==> src/rtl/step_sequencer_pkg.sv <==
// rtl/step_sequencer_pkg.sv - step numbering, sequencer states and one-hot step decode
package step_sequencer_pkg;

  localparam logic [1:0] STEP_FETCH  = 2'd0;
  localparam logic [1:0] STEP_DECODE = 2'd1;
  localparam logic [1:0] STEP_EXEC   = 2'd2;
  localparam logic [1:0] STEP_STORE  = 2'd3;

  localparam logic [0:0] SEQ_RUN  = 1'b0;
  localparam logic [0:0] SEQ_HALT = 1'b1;

  function automatic logic [3:0] step_decode(input logic [1:0] s);
    logic [3:0] oh;
    case (s)
      STEP_FETCH:  oh = 4'b0001;
      STEP_DECODE: oh = 4'b0010;
      STEP_EXEC:   oh = 4'b0100;
      default:     oh = 4'b1000;
    endcase
    return oh;
  endfunction

endpackage

==> src/rtl/sat_counter.sv <==
// rtl/sat_counter.sv - up counter that either wraps or saturates at all-ones
module sat_counter #(
  parameter int WIDTH    = 16,
  parameter bit SATURATE = 1'b0
) (
  input  logic             clk,
  input  logic             rst,
  input  logic             inc,
  output logic [WIDTH-1:0] count
);

  logic [WIDTH-1:0] count_q;
  logic [WIDTH-1:0] count_d;

  always_comb begin
    count_d = count_q;
    if (inc && !(SATURATE && (&count_q))) begin
      count_d = count_q + 1'b1;
    end
  end

  always_ff @(posedge clk or posedge rst) begin
    if (rst) begin
      count_q <= '0;
    end else begin
      count_q <= count_d;
    end
  end

  assign count = count_q;

endmodule

==> src/rtl/step_sequencer.sv <==
// rtl/step_sequencer.sv - four-step fetch/decode/exec/store sequencer with halt and statistics
// Breakpoint and single-step support is built when STEP_SEQ_DEBUG_EN is defined.
module step_sequencer
  import step_sequencer_pkg::*;
#(
  parameter int STEP_WIDTH = 2,
  parameter int CNT_WIDTH  = 16
) (
  input  logic                  clock_input,
  input  logic                  reset,
  input  logic                  run,
  input  logic                  mem_wait,
  input  logic                  halt_req,
  input  logic [15:0]           pc,
`ifdef STEP_SEQ_DEBUG_EN
  input  logic                  dbg_bp_en,
  input  logic [15:0]           dbg_bp_addr,
  input  logic                  dbg_single,
`endif
  output logic [STEP_WIDTH-1:0] step,
  output logic [3:0]            step_onehot,
  output logic                  instr_done,
  output logic                  halted,
  output logic [CNT_WIDTH-1:0]  instr_count,
  output logic [CNT_WIDTH-1:0]  stall_count
);

  localparam logic [STEP_WIDTH-1:0] S_FETCH = STEP_WIDTH'(STEP_FETCH);
  localparam logic [STEP_WIDTH-1:0] S_STORE = STEP_WIDTH'(STEP_STORE);

  logic [0:0]            state_q, state_d;
  logic [STEP_WIDTH-1:0] step_q, step_d;
  logic                  instr_done_q, instr_done_d;

  logic in_run;
  logic advance;
  logic retire;
  logic stall_inc;
  logic bp_hit;
  logic stop_after;
  logic resume;

  assign in_run    = (state_q == SEQ_RUN);
  assign advance   = run & ~mem_wait;
  assign retire    = in_run & advance & (step_q == S_STORE) & ~bp_hit;
  assign stall_inc = in_run & run & mem_wait & ~bp_hit;

`ifdef STEP_SEQ_DEBUG_EN
  logic single_q, single_d;
  logic dbg_halt_q, dbg_halt_d;
  logic single_start;

  assign bp_hit       = in_run & run & (step_q == S_FETCH) & dbg_bp_en
                        & (pc == dbg_bp_addr) & ~single_q;
  assign single_start = ~in_run & run & dbg_single;
  assign stop_after   = single_q;
  // A debug halt is sticky: leave it by stepping or by disarming the breakpoint.
  assign resume       = single_start | (run & ~halt_req & ~dbg_halt_q);

  always_comb begin
    single_d   = single_q;
    dbg_halt_d = dbg_halt_q;
    if (single_start) begin
      single_d   = 1'b1;
      dbg_halt_d = 1'b0;
    end else if (retire) begin
      single_d = 1'b0;
      if (single_q) begin
        dbg_halt_d = 1'b1;
      end
    end else if (bp_hit) begin
      dbg_halt_d = 1'b1;
    end else if (!in_run && !dbg_bp_en) begin
      dbg_halt_d = 1'b0;
    end
  end

  always_ff @(posedge clock_input or posedge reset) begin
    if (reset) begin
      single_q   <= 1'b0;
      dbg_halt_q <= 1'b0;
    end else begin
      single_q   <= single_d;
      dbg_halt_q <= dbg_halt_d;
    end
  end
`else
  logic unused_pc;

  assign unused_pc  = ^pc;
  assign bp_hit     = 1'b0;
  assign stop_after = 1'b0;
  assign resume     = run & ~halt_req;
`endif

  always_comb begin
    state_d      = state_q;
    step_d       = step_q;
    instr_done_d = 1'b0;
    if (in_run) begin
      if (bp_hit) begin
        state_d = SEQ_HALT;
        step_d  = S_FETCH;
      end else if (advance) begin
        if (step_q == S_STORE) begin
          step_d       = S_FETCH;
          instr_done_d = 1'b1;
          // The halt decision is taken only on the edge that retires the instruction.
          if (halt_req || stop_after) begin
            state_d = SEQ_HALT;
          end
        end else begin
          step_d = step_q + 1'b1;
        end
      end
    end else if (resume) begin
      state_d = SEQ_RUN;
      step_d  = S_FETCH;
    end
  end

  always_ff @(posedge clock_input or posedge reset) begin
    if (reset) begin
      state_q      <= SEQ_RUN;
      step_q       <= S_FETCH;
      instr_done_q <= 1'b0;
    end else begin
      state_q      <= state_d;
      step_q       <= step_d;
      instr_done_q <= instr_done_d;
    end
  end

  sat_counter #(.WIDTH(CNT_WIDTH), .SATURATE(1'b0)) u_instr_cnt (
    .clk   (clock_input),
    .rst   (reset),
    .inc   (retire),
    .count (instr_count)
  );

  sat_counter #(.WIDTH(CNT_WIDTH), .SATURATE(1'b1)) u_stall_cnt (
    .clk   (clock_input),
    .rst   (reset),
    .inc   (stall_inc),
    .count (stall_count)
  );

  assign step        = step_q;
  assign halted      = (state_q == SEQ_HALT);
  assign step_onehot = halted ? 4'b0000 : step_decode(step_q[1:0]);
  assign instr_done  = instr_done_q;

endmodule
==> config.mk <==
export PLATFORM = sky130hd
export DESIGN_NAME = step_sequencer
export DESIGN_NICKNAME = d
export VERILOG_FILES = /design/src/rtl/step_sequencer_pkg.sv /design/src/rtl/sat_counter.sv /design/src/rtl/step_sequencer.sv
export SDC_FILE = /design/constraint.sdc
export NUM_CORES = 1
export LEC_CHECK = 0
export ABC_CLOCK_PERIOD_IN_PS = 3360
export BUFFER_PORTS_ARGS = -buffer_cell sky130_fd_sc_hd__buf_2
export CAP_MARGIN = 20
export CORE_UTILIZATION = 50
export DETAILED_ROUTE_END_ITERATION = 16
export HOLD_SLACK_MARGIN = 0.03
export PLACE_DENSITY_LB_ADDON = 0.12
export SETUP_SLACK_MARGIN = 0.3
export SLEW_MARGIN = 10
export SYNTH_ARGS = -nofsm -noshare
export SYNTH_HDL_FRONTEND = slang
export SYNTH_SLANG_ARGS = --single-unit
==> constraint.sdc <==
create_clock -name clock_input -period 3.36 [get_ports clock_input]
set_input_delay 0.672 -clock clock_input [delete_from_list [all_inputs] [get_ports clock_input]]
set_output_delay 0.672 -clock clock_input [all_outputs]
set_load 0.005 [all_outputs]
==> impl_metrics.yaml, run 1 <==
clock_network:
  cts_post_setup_buffers_inserted: 0
  cts_num_sinks: 36
  clkSlewWorstSetupHoldPaths_ns: 0.10
  cts.repair.resized: 0
  clock_insertion_delay_worst_skew_ns: 0.33
  clockBufferDepth: 2
  cts.htree.levels: 2
  clockRootBuffer: "clkbuf_4"
  cts_tree: "built"
  cts_buffers: 5
  holdBufCountCts: 0
critical_path:
  crit_family: "flip-flops"
  cp.required_ns: 2.69
  critPathLaunchType: "flip-flop"
  crit_path_max_incr_delay_ns: 0.49
  max_fanout_on_critical_path: 8
  worstSetupEndpointType: "primary output"
  cp_cell_sequence: "inv_1, ha_1, nor2b_1, buf_2"
  cp_num_buf_inv: 2
  cp_data_arrival_time_ns: 1.39
  critical_path_class: "reg2out"
  crit_path_top_delay_cell: "dfrtp_1"
job:
  maxCapViolCount: 0
pwr:
  vdd_drop_max_v: 0.0003970
  power_leakage_nw: 1.080
  p_per_area_mw_per_mm2: 560.6
synthesis:
  synth-warning-count: 0
  synth.area.top_cells: "dfrtp_1 51%, xnor2_1 7.9%, xor2_1 6.0%"
  yosys.area_share.adder_pct: 4.968
  postSynth.topFlopCell: "dfrtp_1"
  synth-simple-area-share_pct: 23.49
  synth-xor-area-share_pct: 13.91
  syn-num-nets: 188
  synth_sequential_area_ratio_pct: 51.10
  synthesis.area_mm2: 0.001763
  count_of_unique_library_cells_instantiated_by_yosys: 34
  avgSynthCellArea_um2: 11.02
  yosys_register_bits: 36
  yosys-mux-area-fraction_pct: 1.278
  asyncSetResetFlopFracSynth_pct: 100.0
  synth_compound_gate_area_share_pct: 3.123
  synth_top_cell_area_share_pct: 51.10
  synth.largest_area_cell: "dfrtp_1"
  dominant_combinational_cell_family_by_area_after_synthesis: "simple AND/OR/NAND/NOR gates"
  netlist_instances: 160
  synth_edf_count: 0
grt:
  grt_first_pass_wirelength_um: 5085
  globalRouteTotalUtil_pct: 18.87
  grt.overflow.total: 0
  grt_max_degree: 37
  grt_pass1_vias: 1122
  grt_antenna_before_repair: 0
finish:
  mostFrequentLayoutCells: "44 x buf_2, 36 x dfrtp_1, 16 x nand2_1, 16 x xnor2_1, 12 x xor2_1"
  design.final.nets: 238
  syn2layout_area_growth_pct: 19.09
  layout_commonest_cell: "buf_2"
  finish.instance_area_mm2: 0.002100
  num_antenna_cells: 0
  final_layout_size_suffix_gt1_share_pct: 27.96
drt:
  avgViaCountPerCell: 5.144
  detail_route.drc_violations: 0
  detailedRoute.firstIterationViolations: 35
  detail_route.wirelength_um: 3140
  detail-route-antenna-nets: 0
  dr.pass1.iters: 4
  route.vias.total: 1322
  wl_per_cell_um: 12.22
min_path:
  holdCritPathClass: "in2async"
sta:
  timing.fmax_mhz: 484.1
  tightest_slew_ns: 0.5692
  timing.final.hold_violations: 0
  final_max_slew_viol_count: 0
  normalized_max_slew_margin_pct: 61.76
  fin_setup_tns_ns: 0
  period_minus_slack_ns: 2.066
  rsz_0062_raised_after_global_routing: "false"
  fin_crit_sh_pct: 61.48
  holdWs_ns: 0.4174
  finalSetupViolations: 0
  finClkSkew_ns: 0.007686
floorplanning:
  row_count: 21
  die_h_um: 61.38
  ioPinCount: 61
  die_w_um: 61.38
  coreArea_mm2: 0.003363
  floorplan.initialDensity_pct: 52.42
  design.die.area_mm2: 0.003768
placement:
  number_of_input_and_output_port_buffers_inserted: 44
  placed_cell_area_mm2: 0.002041
  detailed_place_hpwl_um: 2289
  routabilityCongestion: 0.7796
run_status:
  outcome: "completed"
-- routing by layer --
layer | global-route usage [%] | wire length (um) | share of wire, %
met1 | 25.24 | 1473 | 47
met2 | 28.88 | 1482 | 47
met3 | 4.412 | 126 | 4.0
met4 | 9.524 | 58 | 1.8
met5 | 0 | 0 | 0
-- power breakdown --
part           leakage (nW)  total, mW  internal (mW)  switching (mW)
logic                 0.572      0.317          0.166           0.151
clock network        0.0326      0.236          0.103           0.132
registers             0.476      0.624          0.508           0.117
total                  1.08       1.18          0.777           0.400
-- cell usage after synthesis, types with 3 or more instances --
cell type,count
dfrtp_1,36
ha_1,7
a21oi_1,3
nor3_1,4
inv_1,8
nor2b_1,5
and3_1,3
nand2_1,16
nand4_1,7
nand3_1,9
xnor2_1,16
xor2_1,12
nor2_1,6
-- state kept, by name (all words and copies together), names as in the netlist --
| name | count |
|---|---|
| step | 2 |
| instr_done | 1 |
| halted | 1 |
| u_stall_cnt.count | 16 |
| u_instr_cnt.count | 16 |
-- layout make-up --
cell class | count | area [um^2]
fillers | 310 | 1264
flip-flops and latches | 36 | 900.9
multi-input cells | 114 | 824.5
repair buffers | 45 | 227.7
clock buffers | 8 | 58.81
well taps | 46 | 57.56
inverters | 8 | 30.03
-- worst paths after layout --
path / slack (ns) / cells past startpoint / end / from
max: 1.29 / 4 / step_onehot[0] / step[0]
min: 0.42 / 3 / u_instr_cnt.count[1] / reset
max reg2reg: 1.47 / 5 / u_stall_cnt.count[1] / u_stall_cnt.count[0]
min reg2reg: 0.47 / 1 / u_instr_cnt.count[15] / u_instr_cnt.count[15]
max in group asynchronous: 2.62 / 3 / u_instr_cnt.count[5] / reset
min in group clock_input: 0.47 / 1 / u_instr_cnt.count[15] / u_instr_cnt.count[15]
-- metrics by stage --
step           util, %  total power, mW  instances  setup slack, ns
2_1_floorplan        -           0.8010        160            1.607
3_3_place_gp     60.68           0.9306        249            1.320
3_5_place_dp     60.68           0.9505        249            1.306
4_1_cts          62.43            1.195        257            1.278
5_1_grt          62.43            1.280        257            1.211
6_report         62.43            1.177        257            1.294
-- logic make-up after synthesis --
kind of cell | Yosys count
multiplexers | 2
adder cells (fa/ha/maj) | 7
buffers and inverters | 10
AND/OR/NAND/NOR | 68
XOR/XNOR | 28
AO/OA/AOI/OAI | 9
flip-flops | 36
-- worst register-to-register path, stage by stage, from the launching register on --
cell     delay [ns]
dfrtp_1        0.43
ha_1           0.24
nand3_1        0.15
nor4_2         0.47
nor2_1         0.16
mux2_1         0.34
No activity file was read; power rests on OpenSTA's default activity.
==> run 2: changes to the inputs <==
--- a/config.mk
+++ b/config.mk
@@ -5,10 +5,10 @@
 export SDC_FILE = /design/constraint.sdc
 export NUM_CORES = 1
 export LEC_CHECK = 0
-export ABC_CLOCK_PERIOD_IN_PS = 3360
+export ABC_CLOCK_PERIOD_IN_PS = 2100
 export BUFFER_PORTS_ARGS = -buffer_cell sky130_fd_sc_hd__buf_2
 export CAP_MARGIN = 20
-export CORE_UTILIZATION = 50
+export CORE_UTILIZATION = 49
 export DETAILED_ROUTE_END_ITERATION = 16
 export HOLD_SLACK_MARGIN = 0.03
 export PLACE_DENSITY_LB_ADDON = 0.12
==> constraint.sdc (replaced) <==
create_clock -name clock_input -period 2.1 [get_ports clock_input]
set_input_delay 0.42 -clock clock_input [delete_from_list [all_inputs] [get_ports clock_input]]
set_output_delay 0.42 -clock clock_input [all_outputs]
set_load 0.005 [all_outputs]
==> run 2 against run 1 <==
Net effect:
- non-clock buffer count rose by 7
- critical endpoint unchanged
- core utilization increased by 2.2 points
- design area rose by 4.4%
- sequential share of layout area down 1.6 points
==> impl_metrics.yaml, run 2 (synthesized netlist as in run 1, its figures left out) <==
run_status:
  outcome: "completed"
placement:
  pre_cts_setup_slack_ns: 0.2280
  number_of_input_and_output_port_buffers_inserted: 44
  detailed_place_hpwl_um: 2392
  placed_cell_area_mm2: 0.002056
  placed_cells: 251
  routabilityCongestion: 0.7230
floorplanning:
  row_count: 21
  floorplan.initialDensity_pct: 52.01
  coreArea_mm2: 0.003390
  design.die.area_mm2: 0.003842
  ioPinCount: 61
  die_w_um: 61.98
  die_h_um: 61.98
job:
  maxCapViolCount: 0
finish:
  num_antenna_cells: 0
  post-route-util_pct: 64.67
  layout_commonest_cell: "buf_2"
  design.final.nets: 245
  final_cell_count_no_fill: 264
  final_layout_size_suffix_gt1_share_pct: 33.49
  mostFrequentLayoutCells: "44 x buf_2, 33 x dfrtp_1, 16 x nand2_1, 16 x xnor2_1, 12 x xor2_1"
  finish.instance_area_mm2: 0.002192
  syn2layout_area_growth_pct: 24.34
clock_network:
  clockBufferDepth: 2
  clockRootBuffer: "clkbuf_4"
  cts_tree: "built"
  cts_num_sinks: 36
  clock_insertion_delay_worst_skew_ns: 0.34
  holdBufCountCts: 0
  cts.htree.levels: 2
  clkSlewWorstSetupHoldPaths_ns: 0.11
  cts_buffers: 5
grt:
  grt.overflow.total: 0
  globalRouteTotalUtil_pct: 19.21
  grt_first_pass_wirelength_um: 5230
  grt_pass1_vias: 1151
  grt_antenna_before_repair: 0
  grt_max_degree: 37
min_path:
  holdCritPathClass: "in2async"
sta:
  finClkSkew_ns: 0.006089
  rsz_0062_raised_after_global_routing: "true"
  fin_setup_tns_ns: 0
  final_max_slew_viol_count: 0
  tightest_slew_ns: 0.4485
  timing.final.ws_setup_ns: 0.3600
  timing.final.hold_violations: 0
  holdWs_ns: 0.1630
  period_minus_slack_ns: 1.740
  normalized_max_slew_margin_pct: 70.10
  timing.fmax_mhz: 574.7
  finalSetupViolations: 0
  fin_crit_sh_pct: 82.86
drt:
  detailedRoute.firstIterationViolations: 50
  route.vias.total: 1366
  wl_per_cell_um: 12.77
  detail_route.wirelength_um: 3370
  dr.pass1.iters: 4
  detail_route.drc_violations: 0
  avgViaCountPerCell: 5.174
  detail-route-antenna-nets: 0
critical_path:
  reg2reg_slack_ns: 0.38
  max_fanout_on_critical_path: 8
  critPathLaunchType: "flip-flop"
  regToRegEndpoint: "u_stall_cnt.count[12]"
  cp.required_ns: 1.68
  crit_path_top_delay_cell: "dfrtp_2"
  regToRegStartpoint: "u_stall_cnt.count[0]"
  crit_path_max_incr_delay_ns: 0.45
  critical_path_class: "reg2out"
  cp_data_arrival_time_ns: 1.32
  worstSetupEndpointType: "primary output"
  cp_cell_sequence: "inv_1, ha_1, nor2b_1, buf_2"
  worst-r2r-cell-count: 5
pwr:
  power_leakage_nw: 1.146
  design_power_total_mw: 1.953
  p_per_area_mw_per_mm2: 890.8
  vdd_drop_max_v: 0.0006370
-- run 2: report_power, final --
part           switching (mW)  internal, mW
sequential              0.193         0.818
clock                   0.227         0.159
combinational           0.264         0.292
total                   0.684          1.27
-- run 2: final cells by class --
cell class                 count  area [um^2]
inverter                       8        30.03
clock inverter                 2        10.01
multi-input combinational    114        858.3
tap                           46        57.56
sequential                    36        904.6
fill                         274         1197
timing repair buffer          52        280.3
clock buffer                   6        51.30
-- run 2: timing repair --
| item | 4_1_cts | 5_1_grt |
|---|---|---|
| resized for setup | 4 | 4 |
| endpoints found under the setup margin | 13 | 13 |
| pin swaps | 1 | 2 |
| setup buffers | 1 | 4 |
-- run 2: worst max-delay path by stage --
| stage | from | slack (ns) | to | cells after the start |
|---|---|---|---|---|
| final | step[0] | 0.36 | step_onehot[0] | 4 |
| after global routing | step[0] | 0.27 | step_onehot[0] | 4 |
| after CTS | step[0] | 0.33 | step_onehot[0] | 4 |
| after detailed placement | step[0] | 0.23 | u_instr_cnt.count[11] | 5 |
| after global placement | step[0] | 0.29 | u_instr_cnt.count[12] | 5 |
| after floorplan | u_stall_cnt.count[0] | 0.43 | u_stall_cnt.count[1] | 5 |
-- run 2: critical path, delay by kind of cell, from the launching register on --
| kind | cells | cell delay, ns |
|---|---|---|
| AND/OR/NAND/NOR | 1 | 0.13 |
| adder cells (fa/ha/maj) | 1 | 0.21 |
| buffers and inverters | 2 | 0.20 |
| flip-flops | 1 | 0.45 |
-- run 2: layer usage --
layer  GRT usage (%)  vias to the layer above  wire length, um
met1           24.01                      650             1516
li1                -                      668                -
met4           8.254                        0               53
met5               0                        -                0
met2           30.40                       42             1635
met3           6.418                        6              165
